File: src/rtl/uart_tx_arbiter.sv
// uart_tx_arbiter: round-robin sharing of one uart_send among NUM_REQ byte streams.
// The owner keeps the transmitter until a byte flagged last; tx_data is held for the whole frame.
`default_nettype none

module uart_tx_arbiter #(
  parameter int NUM_REQ      = 4,
  parameter int HOLD_TIMEOUT = 65535,
  parameter int TMO_W        = 16
) (
  input  logic                   clk,
  input  logic                   rst,
  input  logic [NUM_REQ-1:0]     req_valid,
  input  logic [8*NUM_REQ-1:0]   req_data,
  input  logic [NUM_REQ-1:0]     req_last,
  output logic [NUM_REQ-1:0]     req_ready,
  output logic [NUM_REQ-1:0]     grant,
  output logic [7:0]             tx_data,
  output logic                   tx_start,
  input  logic                   tx_ready,
  output logic                   timeout_err
);

  localparam int IDX_W = (NUM_REQ > 1) ? $clog2(NUM_REQ) : 1;
  localparam logic [TMO_W-1:0] TMO_LAST = TMO_W'(HOLD_TIMEOUT - 1);
  localparam logic [TMO_W-1:0] TMO_MAX  = TMO_W'(HOLD_TIMEOUT);
  localparam logic [IDX_W-1:0] IDX_TOP  = IDX_W'(NUM_REQ - 1);

  typedef enum logic [2:0] {
    S_IDLE      = 3'd0,
    S_START     = 3'd1,
    S_WAIT_BUSY = 3'd2,
    S_WAIT_DONE = 3'd3,
    S_HOLD      = 3'd4
  } state_t;

  state_t             state;
  logic [IDX_W-1:0]   rr_ptr;
  logic [IDX_W-1:0]   owner;
  logic               last_flag;
  logic [TMO_W-1:0]   tmo_cnt;

  logic               pick_found;
  logic [IDX_W-1:0]   pick_idx;
  logic [7:0]         pick_byte;
  logic [7:0]         owner_byte;
  logic [IDX_W-1:0]   next_ptr;
  int                 idx;

  function automatic logic [NUM_REQ-1:0] onehot(input logic [IDX_W-1:0] i);
    logic [NUM_REQ-1:0] v;
    v    = '0;
    v[i] = 1'b1;
    return v;
  endfunction

  // Scan from the highest offset down so the lowest offset from rr_ptr wins.
  always_comb begin
    pick_found = 1'b0;
    pick_idx   = '0;
    idx        = 0;
    for (int k = NUM_REQ - 1; k >= 0; k--) begin
      idx = int'(rr_ptr) + k;
      if (idx >= NUM_REQ) idx = idx - NUM_REQ;
      if (req_valid[IDX_W'(idx)]) begin
        pick_found = 1'b1;
        pick_idx   = IDX_W'(idx);
      end
    end
  end

  assign pick_byte  = req_data[{pick_idx, 3'b000} +: 8];
  assign owner_byte = req_data[{owner, 3'b000} +: 8];
  assign next_ptr   = (owner == IDX_TOP) ? '0 : owner + IDX_W'(1);

  always_ff @(posedge clk or posedge rst) begin
    if (rst) begin
      state       <= S_IDLE;
      grant       <= '0;
      req_ready   <= '0;
      tx_start    <= 1'b0;
      tx_data     <= 8'h00;
      timeout_err <= 1'b0;
      rr_ptr      <= '0;
      tmo_cnt     <= '0;
      owner       <= '0;
      last_flag   <= 1'b0;
    end else begin
      req_ready   <= '0;
      tx_start    <= 1'b0;
      timeout_err <= 1'b0;
      case (state)
        S_IDLE: begin
          if (pick_found && tx_ready) begin
            owner     <= pick_idx;
            grant     <= onehot(pick_idx);
            tx_data   <= pick_byte;
            req_ready <= onehot(pick_idx);
            last_flag <= req_last[pick_idx];
            state     <= S_START;
          end else begin
            grant <= '0;
          end
        end
        S_START: begin
          tx_start <= 1'b1;
          state    <= S_WAIT_BUSY;
        end
        S_WAIT_BUSY: begin
          if (!tx_ready) state <= S_WAIT_DONE;
        end
        S_WAIT_DONE: begin
          if (tx_ready) begin
            if (last_flag) begin
              grant  <= '0;
              rr_ptr <= next_ptr;
              state  <= S_IDLE;
            end else begin
              tmo_cnt <= '0;
              state   <= S_HOLD;
            end
          end
        end
        S_HOLD: begin
          // Only the owner may continue; everyone else waits for release.
          if (req_valid[owner]) begin
            tx_data   <= owner_byte;
            last_flag <= req_last[owner];
            req_ready <= onehot(owner);
            tmo_cnt   <= '0;
            state     <= S_START;
          end else if (tmo_cnt >= TMO_LAST) begin
            timeout_err <= 1'b1;
            grant       <= '0;
            rr_ptr      <= next_ptr;
            tmo_cnt     <= TMO_MAX;
            state       <= S_IDLE;
          end else begin
            tmo_cnt <= tmo_cnt + TMO_W'(1);
          end
        end
        default: state <= S_IDLE;
      endcase
    end
  end

endmodule

`default_nettype wire
File: config.mk
export PLATFORM = sky130hd
export DESIGN_NAME = uart_tx_arbiter
export DESIGN_NICKNAME = d
export VERILOG_FILES = /design/src/rtl/uart_tx_arbiter.sv
export SDC_FILE = /design/constraint.sdc
export NUM_CORES = 1
export LEC_CHECK = 0
export ABC_AREA = 1
export BUFFER_PORTS_ARGS = -buffer_cell sky130_fd_sc_hd__buf_2
export CORE_MARGIN = 4
export CORE_UTILIZATION = 55
export CTS_BUF_LIST = sky130_fd_sc_hd__clkbuf_4 sky130_fd_sc_hd__clkbuf_8 sky130_fd_sc_hd__clkbuf_16
export DETAILED_ROUTE_END_ITERATION = 8
export PLACE_DENSITY = 0.78
export SKIP_LAST_GASP = 1
export SLEW_MARGIN = 20
export SYNTH_ARGS = -nofsm -noshare
export SYNTH_HDL_FRONTEND = slang
export SYNTH_SLANG_ARGS = --single-unit
File: constraint.sdc
create_clock -name clk -period 2 [get_ports clk]
set_clock_uncertainty 0.05 [all_clocks]
set_input_delay 0.2 -clock clk [delete_from_list [all_inputs] [get_ports clk]]
set_output_delay 0.2 -clock clk [all_outputs]
set_load 0.01 [all_outputs]
== Yosys cells after proc, flatten, opt, wreduce, memory -nomap -nowiden ==
Index checks and enable logic that the tools add are counted.
W data, S select, Z words.

* Add/sub/neg operators: 9
* Multiply operators: 0
* Divide/modulo/power cells: 0
* Magnitude comparators: 13
* Equal/unequal tests: 14
* Shifts and indexed selects: 2
* Multiplexer cells: 70
* Bitwise gates (word level): 0
* Reduce and logical (&&, ||, !) cells: 13

{| class="wikitable"
|+ Operator list
! cell !! number
|-
| $mux W16 || 4
|-
| $shiftx A32 B6 Y8 || 2
|-
| $pmux W16 S2 || 1
|-
| $mux W2 || 13
|-
| $mux W4 || 6
|-
| $mux W1 || 23
|-
| $mux W3 || 6
|-
| $add A16 B1 Y16 const B || 1
|-
| $ge A16 B16 Y1 const B || 1
|-
| $lt A2 B4 Y1 const B || 4
|-
| $mux W8 || 2
|-
| $ne A2 B2 Y1 const B || 8
|-
| $pmux W8 S2 || 1
|-
| $pmux W3 S5 || 1
|-
| $bmux W1 S2 || 7
|-
| $pmux W4 S3 || 1
|-
| $reduce_and A5 Y1 || 2
|-
| $ge A3 B3 Y1 const B || 3
|-
| $pmux W4 S2 || 1
|-
| $sub A2 B1 Y2 const B || 4
|-
| $add A2 B2 Y3 const B || 2
|-
| $eq A3 B2 Y1 const B || 2
|-
| $lt A2 B3 Y1 const B || 2
|-
| $reduce_and A3 Y1 || 2
|-
| other kinds (17) || 22
|}

* Flip-flop bits (word level): 42
* Bits in latches: 0
* RAM bits: 0
* ROM bits: 0
* Bits of input ports: 43
* Output and inout bits: 18
* Logic and storage cells: 131
* Memories: 0

== Logic depth before layout (Yosys ltp) ==
Gate-level depths: netlist (run 1).

* Depth after elaboration: 16
* Gate-level depth with buffers: 15
* Depth with buffers taken out: 15

== Least setup slack after synthesis (run 1) ==
OpenSTA, ideal clock, no wires.

* Kind: register -> register
* From: register tmo_cnt[1]
* To: register tmo_cnt[12]
* Library setup time: 128 ps
* Data arrival time: 1552 ps
* Required time: 1822 ps
* Slack: 271 ps
* Stages on the path, launching flop included: 12
* Buffers on the path: 0
* Clock period less this slack: 1729 ps
* Cells stage by stage: dfrtp_1 -> ha_1 -> inv_1 -> nor2_1 -> nand3_1 -> nor2_1 -> inv_2 -> nor2_2 -> nand2_1 -> xor2_1 -> o21ai_1 -> o21ai_0

* Word-level cells in the longest chain between the ends: 4
* Elaborated cells on any way between the ends: 5
* Those cells by class: add/sub (1); order compare (1); mux (3)

{| class="wikitable"
|+ Ends and longest elaborated chain
! what !! RTL line !! source
|-
| start, declared || 40 || <nowiki>logic [TMO_W-1:0] tmo_cnt;</nowiki>
|-
| start signal, assigned || 138 || <nowiki>tmo_cnt <= tmo_cnt + TMO_W'(1);</nowiki>
|-
| $add A16 B1 Y16 / $ge A16 B16 Y1 (equally long branches) || 138, 131 ||
|-
| $mux W16 * || 131 || <nowiki>end else if (tmo_cnt >= TMO_LAST) begin</nowiki>
|-
| $mux W16 * || 125 || <nowiki>if (req_valid[owner]) begin</nowiki>
|-
| $pmux W16 S2 * || 91 || <nowiki>case (state)</nowiki>
|}

Every way passes the cells marked *; elsewhere a longest branch is shown, timed or not.
A chain may end at the register's enable or synchronous reset.

== Worst setup path after layout (run 1) ==
* From: register tmo_cnt[1]
* To: register grant[1]

* Word-level cells in the longest chain between the ends: 3

{| class="wikitable"
|+ Ends and longest elaborated chain
! what !! RTL line !! source
|-
| $ge A16 B16 Y1 || 131 ||
|-
| $ne A2 B2 Y1 (no source line) || - ||
|-
| $reduce_and A5 Y1 (no source line) || - ||
|-
| end signal, assigned || 95 || <nowiki>grant <= onehot(pick_idx);</nowiki>
|-
| end, declared || 16 || <nowiki>output logic [NUM_REQ-1:0] grant,</nowiki>
|}

Every way passes these cells.

==> results of run 1 <==
[worst max-delay path: stages (launching register included)]
cell and delay, ps:
dfrtp_1 400, buf_4 140, ha_1 140, nor2_1 50
nor3_1 130, nand3_1 140, nor2_2 150, buf_6 130
inv_2 30, nand2_1 60, o21ai_1 80, nor3_2 290
o21ai_0 120
[cell usage in the layout (no fill, tap or decap), drive strengths merged]
| cell | n |
|---|---|
| clkinv | 1 |
| bufinv | 1 |
| nand3 | 65 |
| xor2 | 7 |
| dfrtp | 42 |
| nand4 | 3 |
| nor4 | 2 |
| a21o | 3 |
| dlygate4sd3 | 1 |
| buf | 83 |
| o22ai | 3 |
| nand2 | 98 |
| a21oi | 12 |
| clkinvlp | 1 |
| inv | 47 |
| a22o | 1 |
| nor3 | 8 |
| o21ai | 40 |
| o21bai | 1 |
| xnor2 | 1 |
| a31oi | 1 |
| ha | 6 |
| o211ai | 1 |
| nand3b | 1 |
| clkbuf | 6 |
| nor2 | 30 |
[state kept, by name, indices dropped and copies added (netlist names)]
signal	cells
req_ready	4
grant	4
tx_start	1
tx_data	8
timeout_err	1
state	3
last_flag	1
rr_ptr	2
tmo_cnt	16
owner	2
[kinds of logic after synthesis]
group	count (synthesis)	synth area share, %
AO/OA/AOI/OAI	62	12.57
AND/OR/NAND/NOR	204	35.50
adder cells (fa/ha/maj)	6	2.665
flip-flops	42	37.32
buffers and inverters	56	9.462
XOR/XNOR	8	2.488
[final cells by class]
type                    count  area [µm²]  area share, %
multi-input cells         283        1604          45.28
flip-flops and latches     42        1052          29.71
repair buffers             84       503.0          14.20
inverters                  48       185.2          5.228
well taps                  67       83.83          2.367
clock buffers               6       76.32          2.155
clock inverters             2       37.54          1.060
[layer usage]
metal  share of wire (%)  vias to the layer above  GRT usage [%]
li1                    -                     1423              -
met1                  43                     1375          30.92
met2                  50                      113          41.82
met3                 5.4                       13          4.176
met4                 1.7                        0          8.935
met5                   0                        -              0
[worst max path at each step]
stage,from,to,slack (ps)
after floorplan,tmo_cnt[1],tmo_cnt[12],270
after global placement,rr_ptr[0],tx_data[7],60
after detailed placement,rr_ptr[0],tx_data[0],20
after CTS,rr_ptr[0],tx_data[7],6
after global routing,tmo_cnt[1],tmo_cnt[12],-120
final,tmo_cnt[1],grant[1],-40
[through the flow]
| step | util [%] | setup TNS (ps) | power, µW | std cells | cell area [µm²] |
|---|---|---|---|---|---|
| after global placement | 66.92 | 0 | 4149 | 512 | 3244 |
| after detailed placement | 66.92 | 0 | 4218 | 512 | 3244 |
| after global routing | 73.06 | -1070 | 5877 | 532 | 3542 |
| after floorplan | - | 0 | 3626 | 378 | 2816 |
| after CTS | 69.83 | 0 | 4945 | 523 | 3386 |
| final | 73.06 | -121.0 | 5430 | 532 | 3542 |
[power breakdown]
group,switching [µW],internal [µW],leakage [µW]
Clock,315,386,0.0000548
Combinational,2120,1290,0.00124
Sequential,215,1110,0.000556
[repair_timing]
item | in CTS | in global routing
hold buffers | 1 | 0
resized for setup | 1 | 26
setup buffers | 2 | 6
pin swaps | 0 | 7
cloned | 0 | 3
hold endpoints to repair | 25 | 0
setup endpoints to repair | 2 | 25
==> reports/results.txt, run 1 <==
Initial Util - 58.09%
Mapped cell area - 2816 µm²
Grt ovf - 0
Detailed router's first-iteration violation count - 186
Maximum vdd ir drop - 0.8947 mV
Routed WL - 7611 µm
Detailed placement HPWL - 5432 µm
RSZ-0062 raised after global routing - yes
Row count - 25
Initial antenna violation count - 0
Hold_sp - tx_ready
Number of synthesized register bits - 42
Die area - 6330 µm²
Average wire per cell in the routed design - 14.31 µm
Vias - 2924
Synth Flop Type - dfrtp_1
EDFF count, synth - 0
Asr flop ratio synth - 100.0%
Post-synth top area cell - dfrtp_1
WP data required - 2130 ps
FF-to-FF path depth - 12
Die height - 79.56 µm
Ant diodes - 0
Area Overhead vs Synth - 25.77%
Root Buffer - clkbuf_8
Data arrival, critical path - 2170 ps
Max Slew Vio Count - 0
Tot GR Track Use - 24.48%
Reg-to-Reg Start - tmo_cnt[1]
Vias per std cell - 5.496
Clock tree buffer depth - 2
Core area - 4848 µm²
Clock sinks - 42
Status - complete, but fails checks
Final Hold Viols - 0
DR pass1 iterations - 5
WHS Endpoint - state[0]
CTS H-tree depth - 2
Max-Cap Viols - 0
Synth unique cells - 40
Die Wd - 79.56 µm
Top cells by count, synth - nand2_1 (75), nand3_1 (58), dfrtp_1 (42)
Post-Syn Instances - 378
First-pass GRT wire length - 12400 µm
Setup ws final - -35.18 ps
Kind of start point of the critical path - flop
Worst min-delay path class - input port to flop
Largest net degree at the start of global routing - 43
Capturing point of the worst reg2reg path - grant[1]
Hold depth - 2
WS Path Type - flop to flop
IO Pins - 61
Final Setup Violations - 5
Post-synth top area share - 37.32%
Number of global-route vias before repair - 2761
Most common cell in the netlist - nand2_1
DRC - 0
CTS tree - yes
CP Capture Type - flop
Clock transition at path regs - 90 ps
Leak - 0.001849 µW
Final hold slack - 111.9 ps
Slew Limit Headroom - 63.67%
Worst slack, placed - 18.48 ps
Layout net count - 513
Reg-to-reg setup timing slack - -40 ps
Inserted Clock Buffers - 5
Final Cycle Share - 101.8%
Yosys Warn Count - 0
Violated checks - negative setup slack
Port bufs - 60
Register area share after synthesis - 37.32%
Largest cells by area after synthesis - dfrtp_1 (37%), nand3_1 (10%), nand2_1 (10%), o21ai_0 (5.2%), inv_1 (4.8%)
DRT antenna net count - 0
Syn avg cell area - 7.451 µm²
Max FO, Critical Path - 4
Filler instances - 389
Power per Cell Area - 1533 nW/µm²
Clock Latency Late Sink - 300 ps
Net count after synthesis - 427
Worst slew pin tran - 545.0 ps
Achievable Freq - 0.4914 GHz
GP Congestion - 0.9757
Tmin final - 2035 ps
Share of layout cells above drive strength 1 - 33.33%
(Power assumes the default switching activity.)
==> run 2, diff against run 1 <==
--- a/config.mk
+++ b/config.mk
@@ -11,7 +11,7 @@
 export CORE_UTILIZATION = 55
 export CTS_BUF_LIST = sky130_fd_sc_hd__clkbuf_4 sky130_fd_sc_hd__clkbuf_8 sky130_fd_sc_hd__clkbuf_16
 export DETAILED_ROUTE_END_ITERATION = 8
-export PLACE_DENSITY = 0.78
+export PLACE_DENSITY = 0.84
 export SKIP_LAST_GASP = 1
 export SLEW_MARGIN = 20
 export SYNTH_ARGS = -nofsm -noshare
==> constraint.sdc (replaced) <==
create_clock -name clk -period 2 [get_ports clk]
set_clock_uncertainty 0.05 [all_clocks]
set_input_delay 0.2 -clock clk [delete_from_list [all_inputs] [get_ports clk]]
set_output_delay 0.2 -clock clk [all_outputs]
set_load 0.005 [all_outputs]
==> reports/results.txt, run 2 (same netlist as run 1, synthesis figures left out) <==
Slew Limit Headroom - 63.72% (about the same)
Inserted Clock Buffers - 5 (unchanged)
WHS Endpoint - state[0]
Commonest non-fill, non-tap cells in the layout - nand2_1 (69), buf_2 (60), nand3_1 (52), dfrtp_1 (40), inv_1 (33)
Achievable Freq - 0.5083 GHz (+3.4%)
Tot GR Track Use - 23.23% (-1.3 points)
Detailed router's first-iteration violation count - 212 (+14%)
WP data required - 2150 ps (+20 ps)
Initial antenna violation count - 0 (unchanged)
Max Slew Vio Count - 0 (unchanged)
Clock sinks - 42 (unchanged)
Final Setup Violations - 0 (-5)
Final Core Density - 74.63% (+1.6 points)
CTS H-tree depth - 2 (unchanged)
Top Registers - tmo_cnt x16, tx_data x8
Row count - 25 (unchanged)
Tmin final - 1967 ps (-67.71 ps)
DR pass1 iterations - 5 (unchanged)
Final hold slack - 103.2 ps (-8.669 ps)
Reg-to-Reg Start - rr_ptr[0]
Clock Latency Late Sink - 310 ps (about the same)
Layout net count - 517 (+0.78%)
Hold depth - 2 (unchanged)
WS Path Type - flop to flop
Die height - 79.56 µm (unchanged)
Data arrival, critical path - 2120 ps (-50 ps)
Slowest Stage Delay on Critical Path - 430 ps (+30 ps)
Max FO, Critical Path - 5 (+1)
Die area - 6330 µm² (unchanged)
Core area - 4848 µm² (unchanged)
Hold_sp - tx_ready
Status - finished, final reports clean
Die Wd - 79.56 µm (unchanged)
DRT antenna net count - 0 (unchanged)
Number of global-route vias before repair - 2741 (-0.72%)
Power per Cell Area - 1525 nW/µm² (-0.53%)
Vias - 2933 (+0.31%)
Reg-to-reg setup timing slack - 30 ps (+70 ps)
Root Buffer - clkbuf_8
Final Hold Viols - 0 (unchanged)
Detailed placement HPWL - 5224 µm (-3.8%)
CTS tree - yes
Leak - 0.001859 µW (+0.53%)
Worst slew pin tran - 544.1 ps (-0.8919 ps)
Critical-path cell list - buf_6 -> o21ai_2 -> nand2_2 -> nand3_2 -> nand2_2 -> nand2_4 -> nand3_4 -> buf_4 -> nand3_1 -> nand3_2 -> nand3_1 -> nand2_1
Commonest non-fill, non-tap cell in the layout - nand2_1
Most flops, register - tmo_cnt
DRC - 0 (unchanged)
Ant diodes - 0 (unchanged)
Grt ovf - 0 (unchanged)
RSZ-0062 raised after global routing - yes
CP Capture Type - flop
Vias per std cell - 5.482 (-0.25%)
Total power - 5517 µW (+1.6%)
IO Pins - 61 (unchanged)
Clock tree buffer depth - 2 (unchanged)
Total Neg Setup Slack - 0 ps (+121.0 ps)
GP Congestion - 0.9216 (-5.5%)
First-pass GRT wire length - 11870 µm (-4.2%)
Capturing point of the worst reg2reg path - tx_data[6]
Worst min-delay path class - input port to flop
Max-Cap Viols - 0 (unchanged)
Routed WL - 8137 µm (+6.9%)
Flip-flop count of the largest register after layout - 16 (unchanged)
Largest net degree at the start of global routing - 43 (unchanged)
Area Overhead vs Synth - 28.48%
Slowest cell on crit path - dfrtp_1
Initial Util - 58.09% (unchanged)
FF-to-FF path depth - 12 (unchanged)
Clock transition at path regs - 90 ps (about the same)
Port bufs - 60 (unchanged)
Kind of start point of the critical path - flop
Average wire per cell in the routed design - 15.21 µm (+6.3%)
Maximum vdd ir drop - 1.255 mV (+40%)
Share of layout cells above drive strength 1 - 36.32% (+3.0 points)
Final Cycle Share - 98.37% (-3.4 points)
==> run 2: changes by cell type in the layout (fill, tap and decap cells not counted), sizes merged <==
cell and change:
inv -1, nor2 +1, nand3 -2, nand2 -1, bufinv -1, clkinvlp +1
buf +6
==> run 2: worst max-delay path by stage <==
stage                             end  depth (start not counted)       start
after floorplan           tmo_cnt[12]                         11  tmo_cnt[1]
final                      tx_data[6]                         12   rr_ptr[0]
after CTS                  tmo_cnt[7]                          7    state[1]
after global placement       grant[3]                         11  tmo_cnt[0]
after detailed placement     grant[0]                         11  tmo_cnt[0]
after global routing      tmo_cnt[12]                         11  tmo_cnt[1]
==> run 2: area by class of cell <==
class                      instances  area (µm²)
clock buffer                       6       76.32
clock inverter                     1       7.507
fill                             340        1230
inverter                          48       193.9
multi-input combinational        281        1649
sequential                        42        1054
tap                               67       83.83
timing repair buffer              90       554.3
==> run 2: power breakdown <==
part	internal (µW)	switching, µW
clock	254	314
sequential	1110	244
combinational	1420	2170
==> run 2: what timing repair did <==
| action | in CTS | in global routing |
|---|---|---|
| endpoints found under the hold margin | 31 | 0 |
| cloned | 0 | 2 |
| gates resized for setup | 1 | 49 |
| setup endpoints to repair | 2 | 25 |
| setup buffers | 0 | 18 |
| pin swaps | 0 | 13 |
| hold buffers | 1 | 0 |
==> run 2: per-layer routing <==
metal  track usage, %  up-vias  wire length [µm]
met2            40.82      116              4322
li1                 -     1421                 -
met1            29.18     1382              3245
met5                0        -                 0
met3            3.612       14               442
met4            7.045        0               127
==> run 2: worst max-delay path: cells and delay by family, from the launching register on <==
family                 cells  cell delay [ps]
AOI/OAI and AO/OA          1              170
buffers and inverters      2              340
DFF                        1              430
and+or+nand+nor            9              860
==> run 2: metrics by stage <==
stage | instance area, µm² | cells | setup slack (ps)
after global routing | 3618 | 535 | -110.2
after global placement | 3194 | 507 | 32.91
after floorplan | 2816 | 378 | 270.7
final | 3618 | 535 | 32.53
after detailed placement | 3194 | 507 | -9.341
after CTS | 3291 | 515 | 60.10
==> run 3, diff against run 2 <==
--- a/config.mk
+++ b/config.mk
@@ -8,10 +8,10 @@
 export ABC_AREA = 1
 export BUFFER_PORTS_ARGS = -buffer_cell sky130_fd_sc_hd__buf_2
 export CORE_MARGIN = 4
-export CORE_UTILIZATION = 55
+export CORE_UTILIZATION = 46
 export CTS_BUF_LIST = sky130_fd_sc_hd__clkbuf_4 sky130_fd_sc_hd__clkbuf_8 sky130_fd_sc_hd__clkbuf_16
 export DETAILED_ROUTE_END_ITERATION = 8
-export PLACE_DENSITY = 0.84
+export PLACE_DENSITY = 0.72
 export SKIP_LAST_GASP = 1
 export SLEW_MARGIN = 20
 export SYNTH_ARGS = -nofsm -noshare
==> reports/results.txt, run 3 (same netlist as run 1, synthesis figures left out) <==
Total power - 5119 µW (-7.2%)
Fin area - 3503 µm² (-3.2%)
Worst slew pin tran - 539.2 ps (-4.931 ps)
Clock Latency Late Sink - 300 ps (about the same)
WP data required - 2120 ps (-30 ps)
Root Buffer - clkbuf_8
CP Capture Type - flop
IO Pins - 61 (unchanged)
Vias per std cell - 5.138 (-6.3%)
Die area - 7438 µm² (+18%)
Clock power frac - 11.4% (+1.1 points)
Die Wd - 86.25 µm (+8.4%)
GP Congestion - 0.8754 (-5.0%)
Ant diodes - 0 (unchanged)
P_int - 2666 µW (-4.3%)
Final Hold Viols - 0 (unchanged)
Maximum vdd ir drop - 0.8185 mV (-35%)
WS Path Type - flop to flop
Reg-to-Reg Start - tmo_cnt[1]
Final Cycle Share - 96.53% (-1.8 points)
Switching part of the total - 47.92% (-1.6 points)
Top Registers - tmo_cnt x16, tx_data x8
Tot GR Track Use - 19.07% (-4.2 points)
Slew Limit Headroom - 64.05% (+0.33 points)
Detailed placement HPWL - 5099 µm (-2.4%)
First-pass GRT wire length - 11440 µm (-3.7%)
Data arrival, critical path - 2050 ps (-70 ps)
Power per Cell Area - 1461 nW/µm² (-4.2%)
Status - finished, final reports clean
Combinational power share - 62.9% (-2.3 points)
Kind of start point of the critical path - flop
Clock sinks - 42 (unchanged)
Core area - 5921 µm² (+22%)
Post-placement cell area - 3204 µm² (+0.31%)
DRC - 0 (unchanged)
Share of layout cells above drive strength 1 - 33.41% (-2.9 points)
Layout net count - 509 (-1.5%)
Final Setup Violations - 0 (unchanged)
Tmin final - 1931 ps (-36.94 ps)
Average wire per cell in the routed design - 12.94 µm (-15%)
Achievable Freq - 0.5180 GHz (+1.9%)
Max FO, Critical Path - 5 (unchanged)
Clock transition at path regs - 80 ps (about the same)
CTS tree - yes
Detailed router's first-iteration violation count - 102 (-52%)
Die height - 86.25 µm (+8.4%)
Sw Pwr - 2453 µW (-10%)
DRT antenna net count - 0 (unchanged)
Worst min-delay path class - input port to flop
Area Overhead vs Synth - 24.39%
RSZ-0062 raised after global routing - yes
Initial Util - 47.57% (-11 points)
Reg-to-reg setup timing slack - 70 ps (+40 ps)
Final hold slack - 112.1 ps (+8.900 ps)
Max Slew Vio Count - 0 (unchanged)
Largest net degree at the start of global routing - 43 (unchanged)
Inserted Clock Buffers - 5 (unchanged)
Clock tree buffer depth - 2 (unchanged)
Vias - 2754 (-6.1%)
Number of global-route vias before repair - 2582 (-5.8%)
Routed WL - 6934 µm (-15%)
Commonest non-fill, non-tap cell in the layout - nand2_1
Total Neg Setup Slack - 0 ps (unchanged)
Flip-flop count of the largest register after layout - 16 (unchanged)
Commonest non-fill, non-tap cells in the layout - nand2_1 (72), buf_2 (60), nand3_1 (56), dfrtp_1 (41), inv_1 (34)
CP startpoint - tmo_cnt[1]
Most flops, register - tmo_cnt
Max-Cap Viols - 0 (unchanged)
CTS H-tree depth - 2 (unchanged)
Leak - 0.001807 µW (-2.8%)
Hold_sp - tx_ready
Initial antenna violation count - 0 (unchanged)
Port bufs - 60 (unchanged)
DR pass1 iterations - 4 (-1)
Row count - 28 (+12%)
Sequential power share - 25.7% (+1.2 points)
Grt ovf - 0 (unchanged)
==> run 3: metrics by stage <==
stage | std cells | util, % | setup WS, ps
after floorplan | 378 | - | 270.7
after global placement | 515 | 54.12 | 26.06
after detailed placement | 515 | 54.12 | -12.13
after CTS | 524 | 55.94 | 51.39
after global routing | 536 | 59.17 | -41.64
final | 536 | 59.17 | 69.47
==> run 3: worst paths after layout <==
check | cells after the start | to
min reg2reg | 2 | tx_data[4]
max reg2reg | 10 | grant[3]
max | 10 | grant[3]
min | 2 | state[0]
max in group asynchronous | 4 | owner[1]
min in group asynchronous | 4 | timeout_err
==> run 3: timing repair <==
action | CTS | global route
hold endpoints to repair | 39 | 0
buffers inserted | 0 | 12
setup endpoints to repair | 2 | 19
cloned | 0 | 0
resized for setup | 1 | 32
pin swaps | 0 | 11
hold buffers | 1 | 0
==> run 3: power by group through the flow <==
stage / Sequential, µW / Combinational (µW) / Clock, µW
after detailed placement: 1320 / 2810 / 0
after global routing: 1350 / 3650 / 642
after floorplan: 1300 / 2280 / 0
final: 1320 / 3220 / 582
after CTS: 1300 / 2820 / 605
after global placement: 1310 / 2750 / 0
==> run 3: per-layer routing <==
layer | global-route usage (%) | wire length [µm] | vias up
met2 | 31.89 | 3456 | 68
met4 | 6.516 | 148 | 0
met5 | 0 | 0 | -
met3 | 3.517 | 276 | 15
li1 | - | - | 1413
met1 | 24.88 | 3052 | 1258
==> run 3: area by class of cell <==
cell class | count | area [µm²]
sequential | 42 | 1052
inverter | 48 | 187.7
tap | 75 | 93.84
clock buffer | 7 | 90.09
timing repair buffer | 83 | 483.0
multi-input combinational | 280 | 1592
fill | 526 | 2417
clock inverter | 1 | 5.005
==> run 3: critical path, cell delays in order (launching register included) <==
cell,delay (ps)
dfrtp_1,440
ha_2,220
nor2_2,50
nor3_2,200
nand3_2,130
nor2_4,170
inv_2,60
nand2_2,70
o21ai_2,70
nor3_4,260
o21ai_1,110
